<file path="config.mk">
export PLATFORM = sky130hd
export DESIGN_NAME = imem_loader
export DESIGN_NICKNAME = d
export VERILOG_FILES = /design/src/rtl/imem_loader_pkg.sv /design/src/rtl/imem_loader_uart_rx.sv /design/src/rtl/imem_loader.sv
export SDC_FILE = /design/constraint.sdc
export NUM_CORES = 1
export LEC_CHECK = 0
export BUFFER_PORTS_ARGS = -buffer_cell sky130_fd_sc_hd__buf_2
export CAP_MARGIN = 10
export CORE_MARGIN = 10
export CORE_UTILIZATION = 30
export CTS_CLUSTER_DIAMETER = 80
export DETAILED_ROUTE_END_ITERATION = 10
export GPL_TIMING_DRIVEN = 0
export PLACE_DENSITY = 0.44
export SLEW_MARGIN = 0
export SYNTH_ARGS = -nofsm -noshare
export SYNTH_HDL_FRONTEND = slang
export SYNTH_SLANG_ARGS = --single-unit
export TNS_END_PERCENT = 1
</file>
<file path="constraint.sdc">
create_clock -name clk -period 4.58 [get_ports clk]
set_input_delay 0.458 -clock clk [delete_from_list [all_inputs] [get_ports clk]]
set_output_delay 0.458 -clock clk [all_outputs]
set_load 0.02 [all_outputs]
</file>
<file path="src/rtl/imem_loader_pkg.sv">
`default_nettype none
// +----------------------------------------------------------------------------+
// | Module  : imem_loader_pkg                                                  |
// | Brief   : Shared constants for the serial imem loader and its UART front.  |
// | Rev     : 1.0  initial release                                             |
// +----------------------------------------------------------------------------+
package imem_loader_pkg;

    localparam logic [7:0] c_sync_byte = 8'h55;

    // Framing FSM encodings
    localparam int         c_st_w    = 3;
    localparam logic [2:0] c_st_idle = 3'd0;
    localparam logic [2:0] c_st_cnth = 3'd1;
    localparam logic [2:0] c_st_cntl = 3'd2;
    localparam logic [2:0] c_st_data = 3'd3;
    localparam logic [2:0] c_st_csum = 3'd4;
    localparam logic [2:0] c_st_done = 3'd5;
    localparam logic [2:0] c_st_err  = 3'd6;

    // UART receiver encodings
    localparam logic [1:0] c_rx_idle  = 2'd0;
    localparam logic [1:0] c_rx_start = 2'd1;
    localparam logic [1:0] c_rx_data  = 2'd2;
    localparam logic [1:0] c_rx_stop  = 2'd3;

    function automatic logic in_frame(input logic [2:0] st);
        return (st == c_st_cnth) || (st == c_st_cntl) ||
               (st == c_st_data) || (st == c_st_csum);
    endfunction

endpackage
`default_nettype wire

</file>
<file path="src/rtl/imem_loader_uart_rx.sv">
`default_nettype none
// +----------------------------------------------------------------------------+
// | Module  : imem_loader_uart_rx                                              |
// | Brief   : 8N1 receiver: 2-flop synchroniser, bit timer, LSB-first shifter. |
// | Rev     : 1.0  initial release                                             |
// +----------------------------------------------------------------------------+
module imem_loader_uart_rx
    import imem_loader_pkg::*;
#(
    parameter int CLKS_PER_BIT = 16
) (
    input  logic       clk,
    input  logic       rst,
    input  logic       i_rxd,
    output logic [7:0] o_byte,
    output logic       o_byte_vld,
    output logic       o_frame_err
);

    localparam int c_cnt_w = $clog2(CLKS_PER_BIT + 1);

    logic [1:0]         r_sync;
    logic               r_rx_d;
    logic [1:0]         r_state;
    logic [1:0]         w_next;
    logic [c_cnt_w-1:0] r_cnt;
    logic [2:0]         r_bit;
    logic [7:0]         r_shift;

    logic w_rx;
    logic w_fall;
    logic w_tick_half;
    logic w_tick_full;
    logic w_stop_tick;

    assign w_rx        = r_sync[1];
    assign w_fall      = r_rx_d & ~w_rx;
    assign w_tick_half = (r_cnt == c_cnt_w'(CLKS_PER_BIT / 2 - 1));
    assign w_tick_full = (r_cnt == c_cnt_w'(CLKS_PER_BIT - 1));

    always_ff @(posedge clk) begin
        if (rst) begin
            r_state <= c_rx_idle;
        end else begin
            r_state <= w_next;
        end
    end

    always_comb begin
        w_next = r_state;
        case (r_state)
            c_rx_idle:  if (w_fall) w_next = c_rx_start;
            // A start bit that is high again at mid-bit was a glitch
            c_rx_start: if (w_tick_half) w_next = w_rx ? c_rx_idle : c_rx_data;
            c_rx_data:  if (w_tick_full && (r_bit == 3'd7)) w_next = c_rx_stop;
            c_rx_stop:  if (w_tick_full) w_next = c_rx_idle;
            default:    w_next = c_rx_idle;
        endcase
    end

    assign w_stop_tick = (r_state == c_rx_stop) && w_tick_full;

    always_comb begin
        o_byte      = r_shift;
        o_byte_vld  = w_stop_tick & w_rx;
        o_frame_err = w_stop_tick & ~w_rx;
    end

    always_ff @(posedge clk) begin
        if (rst) begin
            r_sync  <= 2'b11;
            r_rx_d  <= 1'b1;
            r_cnt   <= '0;
            r_bit   <= '0;
            r_shift <= '0;
        end else begin
            r_sync <= {r_sync[0], i_rxd};
            r_rx_d <= w_rx;
            if ((r_state == c_rx_idle) || (w_next != r_state) || w_tick_full) begin
                r_cnt <= '0;
            end else begin
                r_cnt <= r_cnt + 1'b1;
            end
            if (r_state == c_rx_start) begin
                r_bit <= '0;
            end else if ((r_state == c_rx_data) && w_tick_full) begin
                r_shift <= {w_rx, r_shift[7:1]};
                r_bit   <= r_bit + 1'b1;
            end
        end
    end

endmodule
`default_nettype wire

</file>
<file path="src/rtl/imem_loader.sv">
`default_nettype none
// +----------------------------------------------------------------------------+
// | Module  : imem_loader                                                      |
// | Brief   : Framed UART program loader writing imem; holds CPU in reset.     |
// | Rev     : 1.0  initial release                                             |
// +----------------------------------------------------------------------------+
module imem_loader
    import imem_loader_pkg::*;
#(
    parameter int CLK_HZ     = 16_000_000,
    parameter int BAUD       = 1_000_000,
    parameter int ADDR_WIDTH = 12
) (
    input  logic        clk,
    input  logic        rst,
    input  logic        rxd,
    output logic [31:0] ld_addr,
    output logic [31:0] ld_data,
    output logic        ld_we,
    output logic        cpu_rst,
    output logic        busy,
    output logic        done,
    output logic        err
);

    localparam int          c_clks_per_bit = CLK_HZ / BAUD;
    localparam logic [15:0] c_max_words    = 16'(1 << ADDR_WIDTH);

    logic [7:0]          w_byte;
    logic                w_byte_vld;
    logic                w_frame_err;
    logic [c_st_w-1:0]   r_state;
    logic [c_st_w-1:0]   w_next;
    logic [7:0]          r_cnt_hi;
    logic [15:0]         r_count;
    logic [15:0]         w_count_in;
    logic [7:0]          r_sum;
    logic [1:0]          r_byte_idx;
    logic [ADDR_WIDTH:0] r_word_idx;
    logic [ADDR_WIDTH:0] w_word_next;
    logic                w_last;
    logic [23:0]         r_asm;
    logic [ADDR_WIDTH-1:0] r_ld_addr;
    logic [31:0]         r_ld_data;
    logic                r_ld_we;

    imem_loader_uart_rx #(
        .CLKS_PER_BIT (c_clks_per_bit)
    ) u_uart_rx (
        .clk         (clk),
        .rst         (rst),
        .i_rxd       (rxd),
        .o_byte      (w_byte),
        .o_byte_vld  (w_byte_vld),
        .o_frame_err (w_frame_err)
    );

    assign w_count_in  = {r_cnt_hi, w_byte};
    assign w_word_next = r_word_idx + 1'b1;
    assign w_last      = ({{(15 - ADDR_WIDTH){1'b0}}, w_word_next} == r_count);

    always_ff @(posedge clk) begin
        if (rst) begin
            r_state <= c_st_idle;
        end else begin
            r_state <= w_next;
        end
    end

    always_comb begin
        w_next = r_state;
        if (w_frame_err && in_frame(r_state)) begin
            w_next = c_st_err;
        end else if (w_byte_vld) begin
            case (r_state)
                c_st_idle, c_st_done: if (w_byte == c_sync_byte) w_next = c_st_cnth;
                c_st_cnth: w_next = c_st_cntl;
                c_st_cntl: begin
                    if (w_count_in == 16'd0)              w_next = c_st_csum;
                    else if (w_count_in > c_max_words)    w_next = c_st_err;
                    else                                  w_next = c_st_data;
                end
                c_st_data: if ((r_byte_idx == 2'd3) && w_last) w_next = c_st_csum;
                c_st_csum: w_next = (w_byte == r_sum) ? c_st_done : c_st_err;
                default:   w_next = r_state;
            endcase
        end
    end

    always_comb begin
        busy    = in_frame(r_state);
        done    = (r_state == c_st_done);
        err     = (r_state == c_st_err);
        cpu_rst = (r_state != c_st_done) | rst;
        ld_addr = {{(32 - ADDR_WIDTH){1'b0}}, r_ld_addr};
        ld_data = r_ld_data;
        ld_we   = r_ld_we;
    end

    // Word assembly keeps ld_data stable between writes
    always_ff @(posedge clk) begin
        if (rst) begin
            r_cnt_hi   <= '0;
            r_count    <= '0;
            r_sum      <= '0;
            r_byte_idx <= '0;
            r_word_idx <= '0;
            r_asm      <= '0;
            r_ld_addr  <= '0;
            r_ld_data  <= '0;
            r_ld_we    <= 1'b0;
        end else begin
            r_ld_we <= 1'b0;
            if (w_byte_vld) begin
                case (r_state)
                    c_st_idle, c_st_done: begin
                        if (w_byte == c_sync_byte) begin
                            r_sum      <= '0;
                            r_byte_idx <= '0;
                            r_word_idx <= '0;
                        end
                    end
                    c_st_cnth: r_cnt_hi <= w_byte;
                    c_st_cntl: r_count  <= w_count_in;
                    c_st_data: begin
                        r_sum      <= r_sum + w_byte;
                        r_byte_idx <= r_byte_idx + 1'b1;
                        case (r_byte_idx)
                            2'd0: r_asm[7:0]   <= w_byte;
                            2'd1: r_asm[15:8]  <= w_byte;
                            2'd2: r_asm[23:16] <= w_byte;
                            default: begin
                                r_ld_data  <= {w_byte, r_asm};
                                r_ld_addr  <= r_word_idx[ADDR_WIDTH-1:0];
                                r_ld_we    <= 1'b1;
                                r_word_idx <= w_word_next;
                            end
                        endcase
                    end
                    default: ;
                endcase
            end
        end
    end

endmodule
`default_nettype wire

</file>
==> run metrics, run 1 <==
Crit. End Element=flip-flop; buffer and inverter count on the worst path=2; setup repair after global routing missed its margin=false; number of top-level design ports=72; area delta synth->final=19.52%; number of CTS-inserted buffers=17; post-layout min period=3077 ps; overall die area=27410 µm²; maximum level of the CTS H-tree=4; total power=2.659 mW; Diodes inserted=0; Yosys reg bits=140; max frequency=0.3250 GHz; Congestion Overflow GR=0; Resized Gates After CTS=0; Pint=2.005 mW; Gate power share=2.4%; result of the run=completed; Worst-path clk slew=60 ps; slew at the pin closest to its max-slew limit=845.6 ps; Detailed Route WL=18600 µm; clock tree from TritonCTS=yes; Pwr per Cell Area=349.9 nW/µm²; kind of cell adding the most delay to the critical path=simple AND/OR/NAND/NOR gates; clock latency on the worst-skew pair=430 ps; fraction of layout cells with a size suffix above 1=13.90%; Buffers on Ports=50; Largest stage delay, worst path=460 ps; Post-synth EDFFs=0; effective utilization at floorplan=30.34%; Peak supply drop=0.0002355 V; initial antenna violation count=0; Flop pwr share=45.9%; Yosys warnings=0; count of unresolved DRC violations after routing=0; HPWL after detailed placement=13230 µm; Top FF cell, synth=sky130_fd_sc_hd__dfxtp_1; Wirelength per Cell=16.03 µm; critical path launch point=u_uart_rx.r_cnt[0]; largest clock skew in the final design=12.47 ps; number of cells traversed by the worst register-to-register path=10; Routed Antenna Nets=0; max-slew violation count=0; critical path depth in cells=10; share of the synthesized area in the top cell type=44.09%; number of hold violations in the final report=0; period utilisation layout=67.19%; maximum number of pins on one net before global-route repair=17; last element of the critical path=ld_data[30]; critical path data required time=4920 ps; reg-to-reg critical path endpoint=ld_data[30]; cell taking the most area after synthesis=sky130_fd_sc_hd__dfxtp_1; worst reg-to-reg setup slack=1500 ps; maximum fanout count along the critical path=10; switching share of power=24.59%; setup violators final=0; instance count of the mapped netlist=784; Arrival @ worst endpoint=3420 ps; count of cells along the worst hold path=2; Sw Pwr=0.6538 mW; type of the worst setup path=reg -> reg; crit path max-delay cell type=sky130_fd_sc_hd__clkbuf_1; count of hold-fix buffers inserted at cts=0; Placer Congestion=0.7696; top cells by area in the synthesized netlist=sky130_fd_sc_hd__dfxtp_1, sky130_fd_sc_hd__nand2_1, sky130_fd_sc_hd__a21oi_1; share of synthesized area occupied by flip-flops and latches=44.09%; global-route wire length before repair=29220 µm; synthesized cell area=6357 µm²; drt pass-1 iters=4; DR vias=5492; share of power burned in the clock network=51.7%; DR vias/cell=4.734; number of distinct library cells after synthesis=59; Clock Path Buffers=2; via count of the first global-routing pass=5295; max_slew headroom=43.62%; Rows=53; number of buffers added for setup after CTS=0; combined global-route utilization of all metal layers=13.60%; reg-to-reg startpoint=u_uart_rx.r_cnt[0]; per-instance average area after synthesis=8.109 µm²; Async S/R FF share, synth=0%; Max Cap Violations=0; horizontal die dimension=165.6 µm; Leak=3.037 nW; path category of the worst min-delay check=in -> reg; sequence of cells on the critical path=ha_1 -> and3_1 -> ha_1 -> nand4_1 -> nor2_1 -> and2_1 -> clkbuf_1 -> clkbuf_1 -> nand2_1 -> a21oi_1; Die Height=165.6 µm; post-layout utilization of the core=36.26%; CTS sink cnt=140; total number of nets in the final design=892; total negative slack for setup checks=0 ps; buffer type at the clock tree root=sky130_fd_sc_hd__clkbuf_16; Worst setup SP type=flip-flop; initial drt markers=292; placeable core region=20960 µm²
cells by family after synthesis:
family	Yosys count	share of synthesized area (%)
AND/OR/NAND/NOR	321	22.81
AO/OA/AOI/OAI	159	14.56
flip-flops	140	44.09
buffers and inverters	91	6.810
XOR/XNOR	28	3.857
multiplexers	27	4.349
adder cells (fa/ha/maj)	17	3.464
other	1	0.05899
synth_stat cells (2+ instances only):
cell                         n
sky130_fd_sc_hd__nor3_1     13
sky130_fd_sc_hd__a31oi_1     4
sky130_fd_sc_hd__or3_1       5
sky130_fd_sc_hd__nor3b_1     4
sky130_fd_sc_hd__and4_1      3
sky130_fd_sc_hd__nor2_1     71
sky130_fd_sc_hd__a211oi_1    4
sky130_fd_sc_hd__buf_2       6
sky130_fd_sc_hd__nand2b_1    2
sky130_fd_sc_hd__clkbuf_1   47
sky130_fd_sc_hd__xnor2_1    22
sky130_fd_sc_hd__a22oi_1    11
sky130_fd_sc_hd__o21ai_0    14
sky130_fd_sc_hd__nor4_1      6
sky130_fd_sc_hd__xor2_1      6
sky130_fd_sc_hd__a311oi_1    2
sky130_fd_sc_hd__buf_1       4
sky130_fd_sc_hd__ha_1       16
sky130_fd_sc_hd__nand4_1     5
sky130_fd_sc_hd__a21o_1      4
sky130_fd_sc_hd__nor4bb_1    2
sky130_fd_sc_hd__nand3_1    42
sky130_fd_sc_hd__nand2_1   143
sky130_fd_sc_hd__o31ai_1     3
sky130_fd_sc_hd__nor2b_1     7
sky130_fd_sc_hd__dfxtp_1   140
sky130_fd_sc_hd__buf_4      22
sky130_fd_sc_hd__inv_1      11
sky130_fd_sc_hd__a21oi_1    99
sky130_fd_sc_hd__mux2i_1    25
sky130_fd_sc_hd__and3_1      5
sky130_fd_sc_hd__o21bai_1    4
sky130_fd_sc_hd__or2_2       5
sky130_fd_sc_hd__a22o_1      2
cells in the final DEF, fill, tap and decap left out, drive strengths merged, types with 2 or more instances in the layout:
cell type	count
a211oi	4
a21o	4
a21oi	100
a22o	2
a22oi	11
a311oi	2
a31oi	4
and2	2
and3	5
and4	4
buf	82
clkbuf	66
clkinv	2
clkinvlp	2
conb	20
dfxtp	140
ha	16
inv	20
mux2	2
mux2i	25
nand2	143
nand2b	2
nand3	42
nand4	6
nor2	71
nor2b	7
nor3	13
nor3b	4
nor4	7
nor4bb	2
o21ai	14
o21bai	4
o31ai	3
or2	5
or3	6
xnor2	22
xor2	6
through the flow:
step / cells / setup slack, ps / cell area [µm²] / hold WS (ps)
2_1_floorplan: 803 / 2283 / 6429 / 389.5
4_1_cts: 1160 / 1441 / 7599 / 201.3
3_5_place_dp: 1128 / 1448 / 7023 / 399.8
5_1_grt: 1160 / 1078 / 7599 / 210.7
6_report: 1160 / 1503 / 7599 / 215.3
3_3_place_gp: 1128 / 1414 / 7023 / 392.4
worst reg2reg max path: stages (launching register included):
cell and delay, ps:
sky130_fd_sc_hd__dfxtp_1 350, sky130_fd_sc_hd__ha_1 200, sky130_fd_sc_hd__and3_1 160, sky130_fd_sc_hd__ha_1 280, sky130_fd_sc_hd__nand4_1 330, sky130_fd_sc_hd__nor2_1 340, sky130_fd_sc_hd__and2_1 170, sky130_fd_sc_hd__clkbuf_1 460
sky130_fd_sc_hd__clkbuf_1 420, sky130_fd_sc_hd__nand2_1 120, sky130_fd_sc_hd__a21oi_1 160
registers in the layout (all words and copies together) (netlist names):
| signal | count |
|---|---|
| u_uart_rx.o_byte | 8 |
| u_uart_rx.r_state | 2 |
| u_uart_rx.r_bit | 3 |
| r_sum | 8 |
| u_uart_rx.r_rx_d | 1 |
| r_ld_addr | 12 |
| r_state | 3 |
| r_asm | 24 |
| u_uart_rx.r_cnt | 5 |
| ld_data | 32 |
| r_byte_idx | 2 |
| r_word_idx | 13 |
| r_count | 16 |
| ld_we | 1 |
| u_uart_rx.r_sync | 2 |
| r_cnt_hi | 8 |
power groups by stage:
stage	clock [mW]	combinational (mW)	sequential, mW
after CTS	1.40	0.0645	1.22
after global placement	0	0.0646	1.25
after global routing	1.45	0.0708	1.22
after floorplan	0	0.0488	1.25
final	1.37	0.0649	1.22
after detailed placement	0	0.0645	1.25
how the worst min path moves through the flow:
| stage | start | end | slack [ps] |
|---|---|---|---|
| 6_report | rxd | u_uart_rx.r_sync[0] | 220 |
| 5_1_grt | rxd | u_uart_rx.r_sync[0] | 210 |
| 2_1_floorplan | u_uart_rx.r_sync[0] | u_uart_rx.r_sync[1] | 390 |
| 3_5_place_dp | u_uart_rx.r_sync[0] | u_uart_rx.r_sync[1] | 400 |
| 4_1_cts | rxd | u_uart_rx.r_sync[0] | 200 |
| 3_3_place_gp | u_uart_rx.r_sync[0] | u_uart_rx.r_sync[1] | 390 |
cell type report:
cell class,instances,area [µm²]
Multi-Input combinational cell,572,3193
Buffer,80,391.6
Timing Repair Buffer,50,250.2
Clock buffer,18,429.2
Tap cell,275,344.1
Inverter,11,41.29
Clock inverter,14,146.4
Sequential cell,140,2803
Fill cell,2274,13360
layer usage:
layer  up-vias  share of wire [%]  GRT usage, %
met5         -                  0             0
met4         0               0.62         2.993
met3         9                3.1         2.801
met2        67                 49         22.51
met1      2601                 47         17.82
li1       2815                  -             -
(Power assumes the default switching activity.)
==> inputs of run 2 (changes only) <==
--- a/config.mk
+++ b/config.mk
@@ -12,7 +12,7 @@
 export CTS_CLUSTER_DIAMETER = 80
 export DETAILED_ROUTE_END_ITERATION = 10
 export GPL_TIMING_DRIVEN = 0
-export PLACE_DENSITY = 0.44
+export PLACE_DENSITY = 0.45
 export SLEW_MARGIN = 0
 export SYNTH_ARGS = -nofsm -noshare
 export SYNTH_HDL_FRONTEND = slang
==> constraint.sdc (replaced) <==
create_clock -name clk -period 2.8 [get_ports clk]
set_input_delay 0.28 -clock clk [delete_from_list [all_inputs] [get_ports clk]]
set_output_delay 0.28 -clock clk [all_outputs]
set_load 0.02 [all_outputs]
==> run 2 against run 1 <==
  * Final cell count about the same
  * Sequential share of layout area decreased by 0.12 points
  * First-iteration DRC count increased by 16%
  * Register-to-register slack got worse by 1300 ps
  * Sequential cell count unchanged
  * Critical path type unchanged
  * Fmax increased by 17%
  * Clock skew decreased by 2.3 ps
  * Critical path depth decreased by 2
  * Clock power increased by 57%
  * Wire length decreased by 0.60%
  * Non-clock buffer count increased by 1
==> run metrics, run 2 (synthesis results as in run 1) <==
worst reg-to-reg setup slack=170 ps (was 1500 ps); overall die area=27410 µm² (unchanged); Detailed Route WL=18490 µm (was 18600 µm); slew at the pin closest to its max-slew limit=721.9 ps (was 845.6 ps); number of placed cells counting well taps=1128 (unchanged); number of filler cells placed in the layout=2270 (was 2274); Largest stage delay, worst path=490 ps (was 460 ps); HPWL after detailed placement=13280 µm (was 13230 µm); Diodes inserted=0 (unchanged); via count of the first global-routing pass=5240 (was 5295); path category of the worst min-delay check=in -> reg (unchanged); maximum fanout count along the critical path=9 (was 10); initial drt markers=338 (was 292); effective utilization at floorplan=30.34% (unchanged); area delta synth->final=19.92% (was 19.52%); Routed Antenna Nets=0 (unchanged); Die Height=165.6 µm (unchanged); post-layout min period=2634 ps (was 3077 ps); commonest cells after routing, fill and taps aside=sky130_fd_sc_hd__nand2_1, sky130_fd_sc_hd__dfxtp_1, sky130_fd_sc_hd__a21oi_1 (unchanged); type of the worst setup path=reg -> reg (unchanged); count of unresolved DRC violations after routing=0 (unchanged); Rows=53 (unchanged); DR vias/cell=4.675 (was 4.734); Flop pwr share=46.9% (was 45.9%); FF/Latch Area=2803 µm² (unchanged); Arrival @ worst endpoint=2960 ps (was 3420 ps); largest clock skew in the final design=10.15 ps (was 12.47 ps); clock tree from TritonCTS=yes (unchanged); result of the run=completed (unchanged); Leak=3.088 nW (was 3.037 nW); total negative slack for setup checks=0 ps (unchanged); Max Cap Violations=0 (unchanged); Clock Path Buffers=2 (unchanged); initial antenna violation count=0 (unchanged); Wirelength per Cell=15.92 µm (was 16.03 µm); Peak supply drop=0.0003780 V (was 0.0002355 V); number of cells traversed by the worst register-to-register path=8 (was 10); number of CTS-inserted buffers=17 (unchanged); horizontal die dimension=165.6 µm (unchanged); drt pass-1 iters=4 (unchanged); crit path max-delay cell type=sky130_fd_sc_hd__clkbuf_1 (unchanged); reg-to-reg startpoint=u_uart_rx.o_byte[0] (was u_uart_rx.r_cnt[0]); placeable core region=20960 µm² (unchanged); critical path data required time=3120 ps (was 4920 ps); maximum number of pins on one net before global-route repair=17 (unchanged); Crit. End Element=flip-flop (unchanged); max frequency=0.3796 GHz (was 0.3250 GHz); Pwr per Cell Area=557.8 nW/µm² (was 349.9 nW/µm²); max-slew violation count=0 (unchanged); Gate power share=2.5% (was 2.4%); Worst setup SP type=flip-flop (unchanged); last element of the critical path=r_state[0] (was ld_data[30]); Congestion Overflow GR=0 (unchanged); total number of nets in the final design=893 (was 892); clock latency on the worst-skew pair=430 ps (about the same); Setup Slack @ Placement=-457.5 ps (was 1448 ps); period utilisation layout=94.09% (was 67.19%); max_slew headroom=51.88% (was 43.62%); maximum level of the CTS H-tree=4 (unchanged); critical path launch point=u_uart_rx.o_byte[0] (was u_uart_rx.r_cnt[0]); Buffers on Ports=50 (unchanged); max FFs per register=32 (unchanged); buffer type at the clock tree root=sky130_fd_sc_hd__clkbuf_16 (unchanged); reg-to-reg critical path endpoint=r_state[0] (was ld_data[30]); leading cell type in the layout, fill and taps excluded=sky130_fd_sc_hd__nand2_1 (unchanged); Pint=3.182 mW (was 2.005 mW); Sw Pwr=1.071 mW (was 0.6538 mW); number of hold violations in the final report=0 (unchanged); area used by multi-input combinational logic=3217 µm² (was 3193 µm²); combined global-route utilization of all metal layers=13.64% (was 13.60%); sequence of cells on the critical path=clkbuf_1 -> and4_1 -> nand2_1 -> a21o_1 -> a221oi_2 -> o2111a_1 -> a21oi_2 -> o221a_1 (was ha_1 -> and3_1 -> ha_1 -> nand4_1 -> nor2_1 -> and2_1 -> clkbuf_1 -> clkbuf_1 -> nand2_1 -> a21oi_1); post-route non-filler standard cell count=1161 (was 1160); switching share of power=25.18% (was 24.59%); final worst setup slack=165.6 ps (was 1503 ps); setup violators final=0 (unchanged); Worst-path clk slew=60 ps (about the same); setup repair after global routing missed its margin=false (unchanged); CTS sink cnt=140 (unchanged); DR vias=5428 (was 5492); share of power burned in the clock network=50.6% (was 51.7%); global-route wire length before repair=29360 µm (was 29220 µm); count of hold-fix buffers inserted at cts=0 (unchanged); fraction of layout cells with a size suffix above 1=16.25% (was 13.90%); number of top-level design ports=72 (unchanged); total power=4.253 mW (was 2.659 mW); Placer Congestion=0.7882 (was 0.7696)
## run 2: changes by cell type in the layout (fill, tap and decap cells not counted), moves of 2 or more
cell                       before  now
sky130_fd_sc_hd__buf_2         56   59
sky130_fd_sc_hd__clkbuf_1      48   36
sky130_fd_sc_hd__buf_1          4    1
sky130_fd_sc_hd__buf_4         22   24
sky130_fd_sc_hd__clkbuf_2       1   11
sky130_fd_sc_hd__clkinv_2       0    2
## run 2: worst min path at each step
stage | depth (start not counted) | slack [ps] | start | to
after floorplan | 1 | 380 | rxd | u_uart_rx.r_sync[0]
after global placement | 1 | 400 | u_uart_rx.r_sync[0] | u_uart_rx.r_sync[1]
after detailed placement | 1 | 400 | u_uart_rx.r_sync[0] | u_uart_rx.r_sync[1]
after CTS | 2 | 20 | rxd | u_uart_rx.r_sync[0]
after global routing | 2 | 20 | rxd | u_uart_rx.r_sync[0]
final | 2 | 30 | rxd | u_uart_rx.r_sync[0]
## run 2: final cells by class
class                      count  area share [%]
multi-input combinational    572           42.20
clock buffer                  17           5.580
tap                          275           4.513
buffer                        79           5.301
clock inverter                15           1.625
sequential                   140           36.76
inverter                      11          0.5416
timing repair buffer          52           3.479
## run 2: metrics by stage
step                      instance area [µm²]  hold slack (ps)  utilization, %
after global routing                     7624            21.01           36.38
after detailed placement                 7023            397.5           33.51
after floorplan                          6429            383.8               -
after global placement                   7023            396.1           33.51
final                                    7624            26.65           36.38
after CTS                                7594            18.07           36.24
## run 2: power groups by stage
stage               clock (mW)  combinational [mW]  sequential, mW
global route              2.29               0.114            2.00
CTS                       2.20               0.105            2.00
floorplan                    0              0.0799            2.04
detailed placement           0               0.104            2.04
global placement             0               0.105            2.04
finish                    2.15               0.105            2.00
## run 2: timing repair
action                     in CTS  in global routing
setup endpoints to repair      89                101
buffers inserted                0                  2
resized for setup              14                  8
pin swaps                       0                  1
## run 2: worst max-delay path, delay by kind of cell, from the launching register on
family          cells  cell delay (ps)
simple gates        2              450
flops               1              330
buf+inv             1              490
compound gates      5             1250
## run 2: metal layers
| layer | share of wire (%) | GRT usage, % | up-vias |
|---|---|---|---|
| met1 | 48 | 17.86 | 2533 |
| li1 | - | - | 2817 |
| met5 | 0 | 0 | - |
| met4 | 0.75 | 4.110 | 0 |
| met2 | 48 | 22.20 | 65 |
| met3 | 3.2 | 2.652 | 13 |
==> inputs of run 3 (changes only) <==
--- a/config.mk
+++ b/config.mk
@@ -7,7 +7,7 @@
 export LEC_CHECK = 0
 export BUFFER_PORTS_ARGS = -buffer_cell sky130_fd_sc_hd__buf_2
 export CAP_MARGIN = 10
-export CORE_MARGIN = 10
+export CORE_MARGIN = 2
 export CORE_UTILIZATION = 30
 export CTS_CLUSTER_DIAMETER = 80
 export DETAILED_ROUTE_END_ITERATION = 10
==> run 3 against run 2 <==
  * Wire length is 3.5% lower
  * Highest routed layer unchanged
  * First-iteration DRC count is 25% lower
  * Sequential share of layout area is 0.25 points lower
  * Core utilization is 0.39 points higher
  * Sequential cell count stayed put
  * Die area is 18% lower
  * Clock power is 8% higher
  * Largest power group unchanged
==> run metrics, run 3 (synthesis results as in run 1) <==
Crit. End Element=flip-flop (unchanged); max FFs per register=32 (unchanged); Pwr per Cell Area=577.3 nW/µm² (was 557.8 nW/µm²); post-layout utilization of the core=36.77% (was 36.38%); fraction of layout cells with a size suffix above 1=16.25% (unchanged); period utilisation layout=95.92% (was 94.09%); CTS sink cnt=140 (unchanged); Worst Hold Slack=36.81 ps (was 26.65 ps); clock latency on the worst-skew pair=430 ps (about the same); buffer type at the clock tree root=sky130_fd_sc_hd__clkbuf_16 (unchanged); worst reg-to-reg setup slack=110 ps (was 170 ps); number of hold violations in the final report=0 (unchanged); Non-Filler Cell Area, Final=7680 µm² (was 7624 µm²); global-route wire length before repair=28750 µm (was 29360 µm); buffer and inverter count on the worst path=1 (unchanged); GR met2 Demand/Resource=27.43% (was 22.20%); Worst-path clk slew=60 ps (about the same); Largest stage delay, worst path=530 ps (was 490 ps); Flop pwr share=45.0% (was 46.9%); HPWL after detailed placement=12510 µm (was 13280 µm); maximum level of the CTS H-tree=4 (unchanged); drt pass-1 iters=5 (was 4); type of the worst setup path=reg -> reg (unchanged); Placer Congestion=0.7997 (was 0.7882); max frequency=0.3723 GHz (was 0.3796 GHz); DR vias/cell=4.773 (was 4.675); initial antenna violation count=0 (unchanged); number of top-level design ports=72 (unchanged); number of cells traversed by the worst register-to-register path=8 (unchanged); clock tree from TritonCTS=yes (unchanged); reg-to-reg critical path endpoint=r_state[0] (unchanged); initial drt markers=253 (was 338); Buffers on Ports=50 (unchanged); path category of the worst min-delay check=in -> reg (unchanged); global routing met1 resource utilization=22.00% (was 17.86%); Clock Path Buffers=2 (unchanged); Arrival @ worst endpoint=3000 ps (was 2960 ps); switching share of power=24.08% (was 25.18%); setup repair after global routing missed its margin=true (was false); maximum fanout count along the critical path=9 (unchanged); placeable core region=20890 µm² (was 20960 µm²); post-route non-filler standard cell count=1161 (unchanged); Congestion Overflow GR=0 (unchanged); leading cell type in the layout, fill and taps excluded=sky130_fd_sc_hd__nand2_1 (unchanged); Peak supply drop=0.0003716 V (was 0.0003780 V); kind of cell adding the most delay to the critical path=compound AO/OA/AOI/OAI gates (unchanged); setup violators final=0 (unchanged); Rows=53 (unchanged); result of the run=completed (unchanged); Max Cap Violations=0 (unchanged); total number of nets in the final design=893 (unchanged); Pint=3.366 mW (was 3.182 mW); number of placed cells counting well taps=1128 (unchanged); number of filler cells placed in the layout=2272 (was 2270); via count of the first global-routing pass=5236 (was 5240); met3 routing resource usage after global routing=3.598% (was 2.652%); maximum number of pins on one net before global-route repair=17 (unchanged); cell area after placement=7023 µm² (unchanged); global routing's busiest layer=met2 (unchanged); critical path depth in cells=8 (unchanged); total negative slack for setup checks=0 ps (unchanged); horizontal die dimension=149.6 µm (was 165.6 µm); reg-to-reg startpoint=u_uart_rx.o_byte[0] (unchanged); share of power burned in the clock network=52.6% (was 50.6%); Routed Antenna Nets=0 (unchanged); Sw Pwr=1.068 mW (was 1.071 mW); Setup Slack @ Placement=-368.6 ps (was -457.5 ps); overall die area=22370 µm² (was 27410 µm²); sequence of cells on the critical path=clkbuf_1 -> and4_1 -> nand2_1 -> a21o_1 -> a221oi_4 -> o2111a_1 -> a21oi_2 -> o221a_1 (was clkbuf_1 -> and4_1 -> nand2_1 -> a21o_1 -> a221oi_2 -> o2111a_1 -> a21oi_2 -> o221a_1); critical path data required time=3110 ps (was 3120 ps); critical path launch point=u_uart_rx.o_byte[0] (unchanged); Detailed Route WL=17840 µm (was 18490 µm); Diodes inserted=0 (unchanged); total power=4.434 mW (was 4.253 mW); Worst setup SP type=flip-flop (unchanged); Gate power share=2.3% (was 2.5%); DR vias=5541 (was 5428); crit path max-delay cell type=sky130_fd_sc_hd__clkbuf_1 (unchanged); count of unresolved DRC violations after routing=0 (unchanged); slew at the pin closest to its max-slew limit=745.9 ps (was 721.9 ps); effective utilization at floorplan=30.43% (was 30.34%); final worst setup slack=114.1 ps (was 165.6 ps); max-slew violation count=0 (unchanged); largest clock skew in the final design=8.767 ps (was 10.15 ps); Die Height=149.6 µm (was 165.6 µm); Leak=3.109 nW (was 3.088 nW); post-layout min period=2686 ps (was 2634 ps); number of CTS-inserted buffers=17 (unchanged); Wirelength per Cell=15.37 µm (was 15.92 µm); combined global-route utilization of all metal layers=16.62% (was 13.64%); last element of the critical path=r_state[0] (unchanged); max_slew headroom=50.27% (was 51.88%); area delta synth->final=20.80% (was 19.92%); commonest cells after routing, fill and taps aside=sky130_fd_sc_hd__nand2_1, sky130_fd_sc_hd__dfxtp_1, sky130_fd_sc_hd__a21oi_1 (unchanged)
==> run 3: changes by cell type in the layout (fill, tap and decap cells not counted), sizes merged <==
cell      change
bufinv        +2
clkinvlp      -1
inv           -1
==> run 3: what timing repair did <==
action,in CTS,in global routing
setup endpoints to repair,84,93
hold buffers,0,0
gates resized for setup,13,11
setup buffers,0,2
pin swaps,0,1
==> run 3: worst min-delay path by stage <==
stage / start / slack [ps] / cells after the start / endpoint
final: rxd / 40 / 2 / u_uart_rx.r_sync[0]
after global routing: rxd / 30 / 2 / u_uart_rx.r_sync[0]
after floorplan: rxd / 380 / 1 / u_uart_rx.r_sync[0]
after detailed placement: u_uart_rx.r_sync[0] / 410 / 1 / u_uart_rx.r_sync[1]
after CTS: rxd / 20 / 2 / u_uart_rx.r_sync[0]
after global placement: u_uart_rx.r_sync[0] / 400 / 1 / u_uart_rx.r_sync[1]
==> run 3: metal layers <==
| metal | vias to the layer above | part of all wire [%] |
|---|---|---|
| met2 | 86 | 47 |
| met4 | 0 | 1.2 |
| met1 | 2618 | 49 |
| met3 | 17 | 3.0 |
| li1 | 2820 | - |
| met5 | - | 0 |
==> run 3: power by group through the flow <==
| stage | Sequential (mW) | Clock (mW) | Combinational [mW] |
|---|---|---|---|
| floorplan | 2.04 | 0 | 0.0799 |
| global placement | 2.04 | 0 | 0.106 |
| detailed placement | 2.04 | 0 | 0.105 |
| CTS | 2.00 | 2.38 | 0.105 |
| global route | 2.00 | 2.46 | 0.116 |
| finish | 2.00 | 2.33 | 0.104 |
==> run 3: area by class of cell <==
| type | count | area (µm²) | share of cell area (%) |
|---|---|---|---|
| multi-input combinational | 572 | 3222 | 41.95 |
| tap | 275 | 344.1 | 4.480 |
| sequential | 140 | 2804 | 36.51 |
| timing repair buffer | 52 | 265.3 | 3.454 |
| buffer | 79 | 404.1 | 5.262 |
| inverter | 11 | 41.29 | 0.5376 |
| clock inverter | 15 | 173.9 | 2.265 |
| clock buffer | 17 | 425.4 | 5.539 |
